**config.mk**
```make
export PLATFORM = sky130hd
export DESIGN_NAME = pipeline_hazard_ctrl
export DESIGN_NICKNAME = d
export VERILOG_FILES = /design/src/rtl/pipeline_hazard_ctrl.sv
export SDC_FILE = /design/constraint.sdc
export NUM_CORES = 1
export LEC_CHECK = 0
export ABC_CLOCK_PERIOD_IN_PS = 6400
export CAP_MARGIN = 20
export CORE_AREA = 2 2 46 48
export CTS_CLUSTER_DIAMETER = 100
export CTS_CLUSTER_SIZE = 12
export DETAILED_ROUTE_END_ITERATION = 8
export DIE_AREA = 0 0 48 50
export GPL_TIMING_DRIVEN = 0
export PLACE_DENSITY = 0.78
export SLEW_MARGIN = 20
export SYNTH_ARGS = -nofsm -noshare
export SYNTH_HDL_FRONTEND = slang
export SYNTH_SLANG_ARGS = --single-unit
```
**constraint.sdc**
```tcl
create_clock -name clk -period 6.4 [get_ports clk]
set_input_delay 1.28 -clock clk [delete_from_list [all_inputs] [get_ports clk]]
set_output_delay 1.28 -clock clk [all_outputs]
set_load 0.1 [all_outputs]
```
**src/rtl/pipeline_hazard_ctrl.sv**
```systemverilog
// Stall/flush controller for the 5-stage MIPS pipeline with mul/div sequencing.
// Optional perf counters are enabled by defining PIPE_HAZARD_PERF_EN.
module pipeline_hazard_ctrl #(
  parameter int MULT_CYCLES = 4,
  parameter int DIV_CYCLES  = 32,
  parameter int CNT_W       = 8
) (
  input  logic       clk,
  input  logic       rst,
  input  logic [4:0] idRs,
  input  logic [4:0] idRt,
  input  logic       idUsesRs,
  input  logic       idUsesRt,
  input  logic       idIsMulDiv,
  input  logic       idIsDiv,
  input  logic       idUsesHiLo,
  input  logic       exMemRead,
  input  logic [4:0] exWriteReg,
  input  logic       exBranchTaken,
  output logic       stallPC,
  output logic       stallIF,
  output logic       flushIF,
  output logic       flushID,
  output logic       mdStart,
  output logic       mdIsDiv,
  output logic       mdBusy,
`ifdef PIPE_HAZARD_PERF_EN
  output logic [31:0] stallCycles,
  output logic [31:0] flushCycles,
  output logic [31:0] mdOps,
`endif
  output logic       mdDone
);

  typedef enum logic {RUN, MD_BUSY} state_t;

  localparam logic [CNT_W-1:0] MUL_LD = CNT_W'(MULT_CYCLES - 1);
  localparam logic [CNT_W-1:0] DIV_LD = CNT_W'(DIV_CYCLES - 1);

  state_t           state_q, state_d;
  logic [CNT_W-1:0] cnt_q, cnt_d;

  logic lu_haz;
  logic md_haz;
  logic busy;
  logic cnt_zero;
  logic start_w;

  assign busy     = (state_q == MD_BUSY);
  assign cnt_zero = (cnt_q == '0);

  // hazard detection and issue qualification
  always_comb begin
    lu_haz = exMemRead && (exWriteReg != 5'd0) &&
             ((idUsesRs && (idRs == exWriteReg)) ||
              (idUsesRt && (idRt == exWriteReg)));
    md_haz  = busy && (idIsMulDiv || idUsesHiLo);
    start_w = !busy && idIsMulDiv && !exBranchTaken && !lu_haz;
  end

  // prioritised stall/flush outputs, all forced low during reset
  always_comb begin
    stallPC = 1'b0;
    stallIF = 1'b0;
    flushIF = 1'b0;
    flushID = 1'b0;
    mdStart = 1'b0;
    mdIsDiv = 1'b0;
    mdBusy  = 1'b0;
    mdDone  = 1'b0;
    if (!rst) begin
      if (exBranchTaken) begin
        flushIF = 1'b1;
        flushID = 1'b1;
      end else if (lu_haz || md_haz) begin
        stallPC = 1'b1;
        stallIF = 1'b1;
        flushID = 1'b1;
      end
      mdStart = start_w;
      mdIsDiv = start_w && idIsDiv;
      mdBusy  = busy;
      mdDone  = busy && cnt_zero;
    end
  end

  // mul/div busy FSM next state and countdown
  always_comb begin
    state_d = state_q;
    cnt_d   = cnt_q;
    unique case (state_q)
      RUN: begin
        if (start_w) begin
          state_d = MD_BUSY;
          cnt_d   = idIsDiv ? DIV_LD : MUL_LD;
        end
      end
      MD_BUSY: begin
        if (cnt_zero) state_d = RUN;
        else          cnt_d   = cnt_q - 1'b1;
      end
      default: state_d = RUN;
    endcase
  end

  // FSM state and counter registers
  always_ff @(posedge clk or posedge rst) begin
    if (rst) begin
      state_q <= RUN;
      cnt_q   <= '0;
    end else begin
      state_q <= state_d;
      cnt_q   <= cnt_d;
    end
  end

`ifdef PIPE_HAZARD_PERF_EN
  logic [31:0] stall_q, flush_q, ops_q;

  // saturating event counters
  always_ff @(posedge clk or posedge rst) begin
    if (rst) begin
      stall_q <= '0;
      flush_q <= '0;
      ops_q   <= '0;
    end else begin
      if (stallPC && (stall_q != 32'hFFFF_FFFF))
        stall_q <= stall_q + 32'd1;
      if (exBranchTaken && (flush_q != 32'hFFFF_FFFF))
        flush_q <= flush_q + 32'd1;
      if (mdStart && (ops_q != 32'hFFFF_FFFF))
        ops_q <= ops_q + 32'd1;
    end
  end

  assign stallCycles = stall_q;
  assign flushCycles = flush_q;
  assign mdOps       = ops_q;
`endif

endmodule
```
; ---- Word level (Yosys, flattened, before mapping)
; Index checks and enable logic that the tools add are counted.
[totals]
regBits = 9
word_cells = 45
inputBits = 24
[classes]
n_addsub = 1
muxes = 18
n_eq_ne = 4
reduce_logical = 19
n_bitwise = 1
[op_table]
columns = cell, n
row1 = $mux W8, 2
row2 = $pmux W8 S2, 1
row3 = $mux W1, 13
row4 = $eq A5 B5 Y1, 2
row5 = $logic_and A1 B1 Y1, 10
row6 = $logic_not A8 Y1, 1
row7 = $sub A8 B1 Y8 const B, 1
row8 = $mux W5, 1
row9 = $reduce_bool A5 Y1, 1
row10 = $ne A2 B2 Y1 const B, 2
row11 = $logic_not A1 Y1, 3
row12 = $logic_or A1 B1 Y1, 3
row13 = $pmux W1 S2, 1
row14 = $reduce_and A2 Y1, 1
row15 = $not A1 Y1, 1

; ---- Depth between registers and ports, before layout
; Gate-level depths: netlist of the first run.
[depth]
ltp_word = 8
mapped_depth = 7
depth_no_buf = 7

; ---- Worst setup path after synthesis of the first run
; OpenSTA, ideal clock, no wires.
[synth_timing]
path_type = input to output
startpoint = in exWriteReg[1]
endpoint = out mdIsDiv
setup_slack_ps = -55
stages = 4
arrival_time_ps = 5175
cell_sequence = or4_4 > o21ai_4 > nor2_1 > nor4b_1
[synth_between]
elab_chain_cells = 8
word_cells_on_any_way = 12
[synth_lines]
columns = element, line_no
row1 = start: declaration, 18  ; input logic [4:0] exWriteReg,
row2 = $eq A5 B5 Y1 (on tied branches), "55, 56"
row3 = $logic_and A1 B1 Y1 (on tied branches), "55, 56"
row4 = $logic_or A1 B1 Y1, 55  ; ((idUsesRs && (idRs == exWriteReg)) ||
row5 = $logic_and A1 B1 Y1 *, 54  ; lu_haz = exMemRead && (exWriteReg != 5'd0) &&
row6 = $logic_not A1 Y1 *, 58  ; start_w = !busy && idIsMulDiv && !exBranchTaken && !lu_haz;
row7 = $logic_and A1 B1 Y1 *, 58
row8 = $logic_and A1 B1 Y1 *, 81  ; mdIsDiv = start_w && idIsDiv;
row9 = $mux W1 *, 71  ; if (!rst) begin
row10 = end: declaration, 25  ; output logic mdIsDiv,
; Every way passes the cells marked *; elsewhere a longest branch is shown, timed or not.

; ---- Worst setup path after layout of the first run
[layout_timing]
startpoint = in exWriteReg[2]
endpoint = out stallPC
[layout_between]
elab_chain_cells = 8
word_cells_on_any_way = 12
[layout_lines]
columns = element, line_no
row1 = $eq A5 B5 Y1 (on tied branches), "55, 56"
row2 = $logic_and A1 B1 Y1 (on tied branches), "55, 56"
row3 = $logic_or A1 B1 Y1, 55
row4 = $logic_and A1 B1 Y1 *, 54
row5 = $logic_or A1 B1 Y1 *, 75  ; end else if (lu_haz || md_haz) begin
row6 = $mux W1 *, 75
row7 = $mux W1 *, 72  ; if (exBranchTaken) begin
row8 = $mux W1 *, 71
row9 = end: declaration, 20  ; output logic stallPC,
; Marked as above.

==> impl_metrics.json, run 1 <==
{
  "status": "complete, no violations",
  "path_max_fanout": 8,
  "stdcell_area_sq_um": 1170,
  "h-tree-depth": 1,
  "numPortBuffers": 31,
  "synth.area.top_cells": "dfrtp_1 28%, xor2_1 8.8%, o221a_2 4.2%",
  "gr-total-overflow": 0,
  "post_cts_resize_count": 0,
  "power_switching_mw": 0.150,
  "met1_usage_pct": 17.7,
  "io_pins": 32,
  "vias": 813,
  "cts_made_buffers": 3,
  "n_antenna_cell": 0,
  "fin_crit_sh_pct": 88.1,
  "yosys-top-cells-count": "9 x dfrtp_1, 8 x xor2_1, 7 x inv_1",
  "place_inst": 143,
  "drt_iter0_markers": 24,
  "initial_utilization_pct": 41.8,
  "setup_viol": 0,
  "finalPower_mw": 0.342,
  "synth_top_area_share_pct": 28.3,
  "critical_path_class": "in2out",
  "internal_power_mw": 0.192,
  "slowest_delay_ps": 1110,
  "syn_avg_cell_area_sq_um": 9.36,
  "yosys_warnings": 0,
  "irDropWorstVdd_v": 0.000133,
  "first_pass_iters": 4,
  "ys_ff_latch": 9,
  "hp-class": "reg2reg",
  "synth_edf_count": 0,
  "dieArea_sq_um": 2400,
  "hold_buffers": 0,
  "post-route-drc-count": 0,
  "worstMarginPinSlew_ps": 975,
  "cts_tree": "done",
  "end_kind": "output port",
  "wire_per_inst_microns": 12.8,
  "cts_buffer_depth": 2,
  "power_density_nw_per_um2": 292,
  "clock_sinks": 9,
  "syn_area_sq_um": 796,
  "ant_nets": 0,
  "p_leak_nw": 0.478,
  "cp_common_cell": "clkdlybuf4s50_1",
  "fill_cells": 165,
  "post_cts_buffers": 0,
  "p_comb_share_pct": 55.3,
  "final.min_clock_period_ps": 5640,
  "fin_setup_tns_ps": 0,
  "drt_wl_total_mm": 1.88,
  "syn_nets": 111,
  "busiest_layer": "met2",
  "die_h_microns": 50,
  "seqPwrFrac_pct": 31.4,
  "syn_to_final_growth_pct": 47.3,
  "placed_cell_area_sq_um": 1150,
  "yosysMostFrequentCell": "dfrtp_1",
  "nNetsFinal": 147,
  "clk-insertion-delay-late_ps": 270,
  "rsz0062_at_grt": "no",
  "swShare_pct": 43.8,
  "worstPathRequired_ps": 5120,
  "place_congestion": 0.842,
  "drv_slew": 0,
  "cts-root-buf": "clkbuf_4",
  "skew_ps": 7.53,
  "place_hpwl_mm": 1.57,
  "startpoint_type": "primary input",
  "antenna_found_initial": 0,
  "grt_util_met2_pct": 32.4,
  "placeableCoreArea_sq_um": 1900,
  "ys_seq_area_share_pct": 28.3,
  "first_global_vias": 735,
  "grt_use_total_pct": 17.7,
  "clockPowerShare_pct": 13.3,
  "die_x_microns": 48,
  "synth_largest_area_cell": "dfrtp_1",
  "row_count": 16,
  "synthCells": 85,
  "yosys_most_used_dff": "dfrtp_1",
  "grt_max_degree": 11,
  "drive_above_1_share_pct": 19.2,
  "maxCapViolCount": 0,
  "clk_pin_slew_worst_paths_ps": 60,
  "vias_per_cell": 5.53,
  "slew_headroom_pct": 34.8,
  "crit_path_top_delay_cell": "clkdlybuf4s50_1",
  "critPathArrivalTime_ps": 4360,
  "async_flop_share_pct": 100,
  "layout.cells.non_filler": 147,
  "worstPathCellList": "clkdlybuf4s50_1, xor2_1, nor4_1, a32oi_2, or2_2, a211oi_2, buf_4, clkdlybuf4s50_1",
  "final_util_pct": 61.6,
  "hold_viol": 0,
  "yosysUniqueCellTypes": 37,
  "fmaxAchievable_mhz": 177,
  "use_met3_pct": 3.66,
  "grt_first_pass_wirelength_mm": 3.02
}
sequential cells by signal (all words and copies together), names as in the netlist:
| name | count |
|---|---|
| cnt_q | 8 |
| busy | 1 |
path summary, 6_finish.rpt:
check | from | to | slack [ps] | cells past startpoint
max | exWriteReg[2] | stallPC | 760 | 8
min | cnt_q[6] | cnt_q[6] | 530 | 1
max reg2reg | cnt_q[1] | cnt_q[1] | 4280 | 7
min reg2reg | cnt_q[6] | cnt_q[6] | 530 | 1
max in group asynchronous | rst | cnt_q[2] | 4640 | 2
min in group asynchronous | rst | cnt_q[6] | 1480 | 2
power by group through the flow:
| stage | registers [mW] | logic, mW | clock network (mW) |
|---|---|---|---|
| floorplan | 0.101 | 0.145 | 0 |
| global placement | 0.107 | 0.186 | 0 |
| detailed placement | 0.108 | 0.190 | 0 |
| CTS | 0.107 | 0.190 | 0.0455 |
| global route | 0.111 | 0.204 | 0.0506 |
| finish | 0.108 | 0.189 | 0.0456 |
layer usage:
metal  share of wire, %  up-vias
met5                  0        -
met4                1.9        0
met3                4.2        5
met2                 56       26
met1                 38      392
li1                   -      390
cell families after synthesis:
group	synth area share, %
AOI/OAI and AO/OA	27.0
xor gates and xnor gates	11.0
adders and majority gates	3.14
buffers and inverters	4.87
DFF	28.3
muxes	1.89
and+or+nand+nor	23.7
critical path: cells and delay by family:
kind	cells	cell delay [ps]
AOI/OAI and AO/OA	2	430
xor gates and xnor gates	1	190
buffers and inverters	3	1730
and+or+nand+nor	2	720
per-stage QoR:
step           hold slack, ps  worst slack, ps
3_5_place_dp              522              723
5_1_grt                   568              634
4_1_cts                   536              724
2_1_floorplan             496              985
3_3_place_gp              513              740
6_report                  530              760
layout by cell type, fill, tap and decap left out, types with 2 or more instances in the layout:
| cell type | count |
|---|---|
| nor2_1 | 4 |
| a31oi_1 | 4 |
| clkbuf_4 | 3 |
| and3_1 | 2 |
| xor2_1 | 8 |
| ha_1 | 2 |
| nand2_1 | 6 |
| nor3_1 | 4 |
| o21ai_4 | 2 |
| o21ai_0 | 3 |
| inv_1 | 7 |
| nor4_1 | 3 |
| o221a_2 | 3 |
| dfrtp_1 | 9 |
| xnor2_1 | 2 |
| clkdlybuf4s50_1 | 31 |
| o22a_2 | 3 |
| nor3b_1 | 2 |
layout make-up:
cell class	instances	area (sq um)	area share, %
clock buffers	4	26.3	2.24
multi-input cells	67	538	45.9
well taps	27	33.8	2.88
flip-flops and latches	9	225	19.2
repair buffers	31	310	26.5
inverters	7	26.3	2.24
plain buffers	2	12.5	1.07
No activity file was read; power rests on OpenSTA's default activity.
==> run 2: changes to the inputs <==
--- a/config.mk
+++ b/config.mk
@@ -7,13 +7,15 @@
 export LEC_CHECK = 0
 export ABC_CLOCK_PERIOD_IN_PS = 6400
 export CAP_MARGIN = 20
-export CORE_AREA = 2 2 46 48
+export CORE_AREA = 2 2 45 47
+export CTS_BUF_LIST = sky130_fd_sc_hd__clkbuf_8
 export CTS_CLUSTER_DIAMETER = 100
 export CTS_CLUSTER_SIZE = 12
 export DETAILED_ROUTE_END_ITERATION = 8
-export DIE_AREA = 0 0 48 50
+export DIE_AREA = 0 0 47 49
 export GPL_TIMING_DRIVEN = 0
-export PLACE_DENSITY = 0.78
+export PLACE_DENSITY = 0.81
+export RECOVER_POWER = 50
 export SLEW_MARGIN = 20
 export SYNTH_ARGS = -nofsm -noshare
 export SYNTH_HDL_FRONTEND = slang
==> run 2 against run 1 <==
Net effect:
- maximum frequency fell by 2.7%
- register-to-register slack got worse by 450 ps
- largest power group unchanged
- count of clock-buffer cells in the layout is 1 lower
- critical endpoint unchanged
- critical path type unchanged
==> impl_metrics.json, run 2 (synthesis results as in run 1) <==
{
  "status": "complete, no violations",
  "critPathArrivalTime_ps": 4520,
  "place_congestion": 0.836,
  "worstPathCellList": "dlygate4sd3_1, xor2_1, nor4_1, a32oi_1, or2_2, a211oi_2, buf_4, clkdlybuf4s50_1",
  "regMostFlops": "cnt_q",
  "initial_utilization_pct": 43.2,
  "power_density_nw_per_um2": 310,
  "crit_path_top_delay_cell": "clkdlybuf4s50_1",
  "nNetsFinal": 147,
  "end_kind": "output port",
  "irDropWorstVdd_v": 0.000145,
  "place_hpwl_mm": 1.66,
  "fin_crit_sh_pct": 90.6,
  "fmaxAchievable_mhz": 173,
  "vias": 809,
  "post_cts_buffers": 0,
  "placed_cell_area_sq_um": 1150,
  "fill_cells": 154,
  "row_count": 16,
  "stdcell_area_sq_um": 1170,
  "setup_viol": 0,
  "ant_nets": 0,
  "cts_tree": "done",
  "seq_area_sq_um": 225,
  "io_pins": 32,
  "drt_iter0_markers": 22,
  "clock_sinks": 9,
  "worstPathRequired_ps": 5120,
  "h-tree-depth": 1,
  "startpoint_type": "primary input",
  "first_global_vias": 810,
  "cts-root-buf": "clkbuf_8",
  "vias_per_cell": 5.50,
  "skew_ps": 3.74,
  "largest_register_ff_count": 8,
  "hold_viol": 0,
  "grt_use_total_pct": 19.6,
  "critical_path_class": "in2out",
  "layout_commonest_cell": "clkdlybuf4s50_1",
  "drive_above_1_share_pct": 17.5,
  "multiInputGateArea_sq_um": 519,
  "drv_slew": 0,
  "first_pass_iters": 4,
  "wire_per_inst_microns": 14.0,
  "die_h_microns": 49,
  "grt_first_pass_wirelength_mm": 3.42,
  "rsz0062_at_grt": "no",
  "n_antenna_cell": 0,
  "cts_buffer_depth": 2,
  "layout_common_cells": "29 x clkdlybuf4s50_1, 9 x dfrtp_1, 8 x xor2_1, 8 x inv_1, 6 x nand2_1",
  "drt_wl_total_mm": 2.06,
  "syn_to_final_growth_pct": 47.3,
  "cts_made_buffers": 3,
  "hold_buffers": 0,
  "clk_pin_slew_worst_paths_ps": 40,
  "slew_headroom_pct": 34.0,
  "post_cts_resize_count": 0,
  "hp-class": "reg2reg",
  "slowest_delay_ps": 1120,
  "maxCapViolCount": 0,
  "fin_setup_tns_ps": 0,
  "clk-insertion-delay-late_ps": 240,
  "final.min_clock_period_ps": 5800,
  "placeableCoreArea_sq_um": 1840,
  "die_x_microns": 47,
  "path_max_fanout": 8,
  "post-route-drc-count": 0,
  "gr-total-overflow": 0,
  "numPortBuffers": 31,
  "dieArea_sq_um": 2300,
  "p_leak_nw": 0.483,
  "grt_max_degree": 11,
  "worstMarginPinSlew_ps": 986,
  "antenna_found_initial": 0
}
## run 2: cell count changes in the layout (fill, tap and decap cells not counted)
cell,change
clkdlybuf4s50_1,-2
clkbuf_8,+3
o21ai_0,+1
dlygate4sd3_1,+2
clkbuf_1,-1
o21ai_4,-1
inv_1,+1
a32oi_2,-1
clkbuf_4,-3
a32oi_1,+1
## run 2: final timing paths
path                                    start       end  slack, ps  cells after the start
worst max register to register       cnt_q[0]  cnt_q[1]       3830                      7
worst min-delay path                 cnt_q[0]  cnt_q[0]        550                      1
min in group asynchronous                 rst  cnt_q[6]       1610                      2
max in group asynchronous                 rst  cnt_q[3]       4530                      2
worst max-delay path            exWriteReg[2]   stallPC        600                      8
worst min register to register       cnt_q[0]  cnt_q[0]        550                      1
## run 2: metal layers
metal	share of wire, %	track usage (%)	wire, microns	up-vias
met5	0	0	0	-
met3	7.1	3.70	146	2
met1	41	25.2	855	376
met2	51	30.4	1050	46
li1	-	-	-	385
met4	0.44	9.26	9	0
## run 2: area by class of cell
class | count | area share [%]
multi-input combinational | 67 | 44.3
timing repair buffer | 31 | 26.5
sequential | 9 | 19.2
clock buffer | 3 | 3.52
tap | 27 | 2.88
inverter | 7 | 2.24
buffer | 2 | 1.07
clock inverter | 1 | 0.320
## run 2: power breakdown
group,total (mW),switching (mW),leakage [nW],internal [mW]
logic,0.189,0.103,0.351,0.0854
registers,0.110,0.0278,0.106,0.0817
clock network,0.0647,0.0229,0.0269,0.0418
## run 2: critical path: cells and delay by family
family / cells / cell delay [ps]
AOI/OAI and AO/OA: 2 / 470
xor gates and xnor gates: 1 / 170
buffers and inverters: 3 / 1850
and+or+nand+nor: 2 / 750
## run 2: stage by stage
stage	hold slack, ps	utilization (%)	instances	power, mW	worst slack (ps)
after floorplan	496	-	85	0.246	985
after detailed placement	540	62.2	143	0.301	743
after global routing	589	63.7	147	0.384	460
after CTS	547	64.7	147	0.366	743
after global placement	516	62.2	143	0.292	754
final	547	63.7	147	0.363	605
==> run 3: changes to the inputs <==
--- a/config.mk
+++ b/config.mk
@@ -13,7 +13,7 @@
 export CTS_CLUSTER_SIZE = 12
 export DETAILED_ROUTE_END_ITERATION = 8
 export DIE_AREA = 0 0 47 49
-export GPL_TIMING_DRIVEN = 0
+export GPL_TIMING_DRIVEN = 1
 export PLACE_DENSITY = 0.81
 export RECOVER_POWER = 50
 export SLEW_MARGIN = 20
==> run 3 against run 2 <==
Net effect:
- design area is 2.1% lower
- register-to-register slack lost 30 ps
- sequential share of layout area up 0.42 points
- sequential power barely moved
- non-clock buffer count shrank 2
- sequential cell count is the same
- critical path type unchanged
- largest power group unchanged
==> impl_metrics.json, run 3 (synthesis results as in run 1) <==
{
  "status": "complete, no violations",
  "layout_commonest_cell": "clkdlybuf4s50_1",
  "drv_slew": 0,
  "rsz0062_at_grt": "no",
  "nNetsFinal": 145,
  "first_global_vias": 828,
  "startpoint_type": "primary input",
  "clk_pin_slew_worst_paths_ps": 50,
  "layout_common_cells": "24 x clkdlybuf4s50_1, 9 x dfrtp_1, 8 x xor2_1, 8 x inv_1, 6 x nand2_1",
  "placed_cell_area_sq_um": 1120,
  "fill_cells": 172,
  "p_leak_nw": 0.484,
  "drive_above_1_share_pct": 20.3,
  "numPortBuffers": 31,
  "met1_usage_pct": 23.3,
  "cts_made_buffers": 3,
  "setup_viol": 0,
  "initial_utilization_pct": 43.2,
  "vias": 797,
  "power_switching_mw": 0.151,
  "grt_util_met2_pct": 33.8,
  "h-tree-depth": 1,
  "antenna_found_initial": 0,
  "hp-class": "reg2reg",
  "busiest_layer": "met2",
  "die_h_microns": 49,
  "wire_per_inst_microns": 13.7,
  "place_congestion": 0.830,
  "end_kind": "output port",
  "cts-root-buf": "clkbuf_8",
  "fin_setup_tns_ps": 0,
  "hold_buffers": 0,
  "final.min_clock_period_ps": 4830,
  "stdcell_area_sq_um": 1150,
  "grt_max_degree": 11,
  "worstPathRequired_ps": 5120,
  "power_density_nw_per_um2": 311,
  "clock_sinks": 9,
  "skew_ps": 0.949,
  "place_hpwl_mm": 1.60,
  "p_comb_share_pct": 49.9,
  "use_met3_pct": 3.33,
  "n_antenna_cell": 0,
  "post_cts_resize_count": 0,
  "first_pass_iters": 4,
  "dieArea_sq_um": 2300,
  "drt_iter0_markers": 8,
  "cts_buffer_depth": 2,
  "post_cts_buffers": 0,
  "regMostFlops": "cnt_q",
  "placeableCoreArea_sq_um": 1840,
  "grt_use_total_pct": 20.7,
  "seqPwrFrac_pct": 31.7,
  "critical_path_class": "in2out",
  "swShare_pct": 42.4,
  "fmaxAchievable_mhz": 207,
  "grt_first_pass_wirelength_mm": 3.47,
  "io_pins": 32,
  "die_x_microns": 47,
  "post-route-drc-count": 0,
  "critPathArrivalTime_ps": 3550,
  "gr-total-overflow": 0,
  "syn_to_final_growth_pct": 44.2,
  "path_max_fanout": 8,
  "hold_viol": 0,
  "maxCapViolCount": 0,
  "clockPowerShare_pct": 18.4,
  "irDropWorstVdd_v": 0.000158,
  "drt_wl_total_mm": 1.99,
  "row_count": 16,
  "slew_headroom_pct": 34.6,
  "cts_tree": "done",
  "largest_register_ff_count": 8,
  "internal_power_mw": 0.206,
  "vias_per_cell": 5.50,
  "clk-insertion-delay-late_ps": 240,
  "fin_crit_sh_pct": 75.4,
  "worstMarginPinSlew_ps": 979,
  "ant_nets": 0
}
==> run 3: cell types whose count changed in the layout (fill, tap and decap cells not counted), sizes merged <==
| cell | change |
|---|---|
| buf | +3 |
| clkdlybuf4s50 | -5 |
==> run 3: through the flow <==
step / hold WS, ps / util [%] / power, mW / instances / worst slack [ps]
4_1_cts: 532 / 63.3 / 0.362 / 145 / 1670
3_3_place_gp: 518 / 60.9 / 0.289 / 141 / 1720
2_1_floorplan: 496 / - / 0.246 / 85 / 985
6_report: 528 / 62.3 / 0.357 / 145 / 1570
3_5_place_dp: 522 / 60.9 / 0.295 / 141 / 1670
5_1_grt: 565 / 62.3 / 0.381 / 145 / 1430
==> run 3: layout make-up <==
type,instances,area [sq um],area share (%)
flip-flops and latches,9,225,19.6
clock buffers,3,41.3,3.60
clock inverters,1,3.75,0.327
well taps,27,33.8,2.94
repair buffers,31,298,26.0
multi-input cells,67,519,45.3
inverters,7,26.3,2.29
==> run 3: final timing paths <==
kind | startpoint | endpoint | slack [ps] | cells past startpoint
min | cnt_q[6] | cnt_q[6] | 530 | 1
max reg2reg | cnt_q[0] | cnt_q[1] | 3800 | 7
max | exWriteReg[2] | stallPC | 1570 | 7
min reg2reg | cnt_q[6] | cnt_q[6] | 530 | 1
min in group asynchronous | rst | cnt_q[7] | 1620 | 2
max in group asynchronous | rst | cnt_q[2] | 4520 | 2
==> run 3: power by group through the flow <==
stage	logic (mW)	registers, mW	clock network, mW
after floorplan	0.145	0.101	0
after global placement	0.177	0.112	0
after detailed placement	0.182	0.113	0
after CTS	0.183	0.112	0.0670
after global routing	0.196	0.117	0.0687
final	0.178	0.113	0.0656
==> run 3: per-layer routing <==
metal | wire (microns) | part of all wire, % | vias up
met3 | 143 | 7.2 | 4
met1 | 827 | 42 | 375
met2 | 954 | 48 | 33
met4 | 60 | 3.0 | 0
li1 | - | - | 385
met5 | 0 | 0 | -
==> run 3: worst max-delay path, cell delays in order <==
cell	delay [ps]
dlygate4sd3_1	590
xor2_1	190
nor4_2	240
a32oi_1	280
or2_2	400
a211oi_2	230
buf_4	330
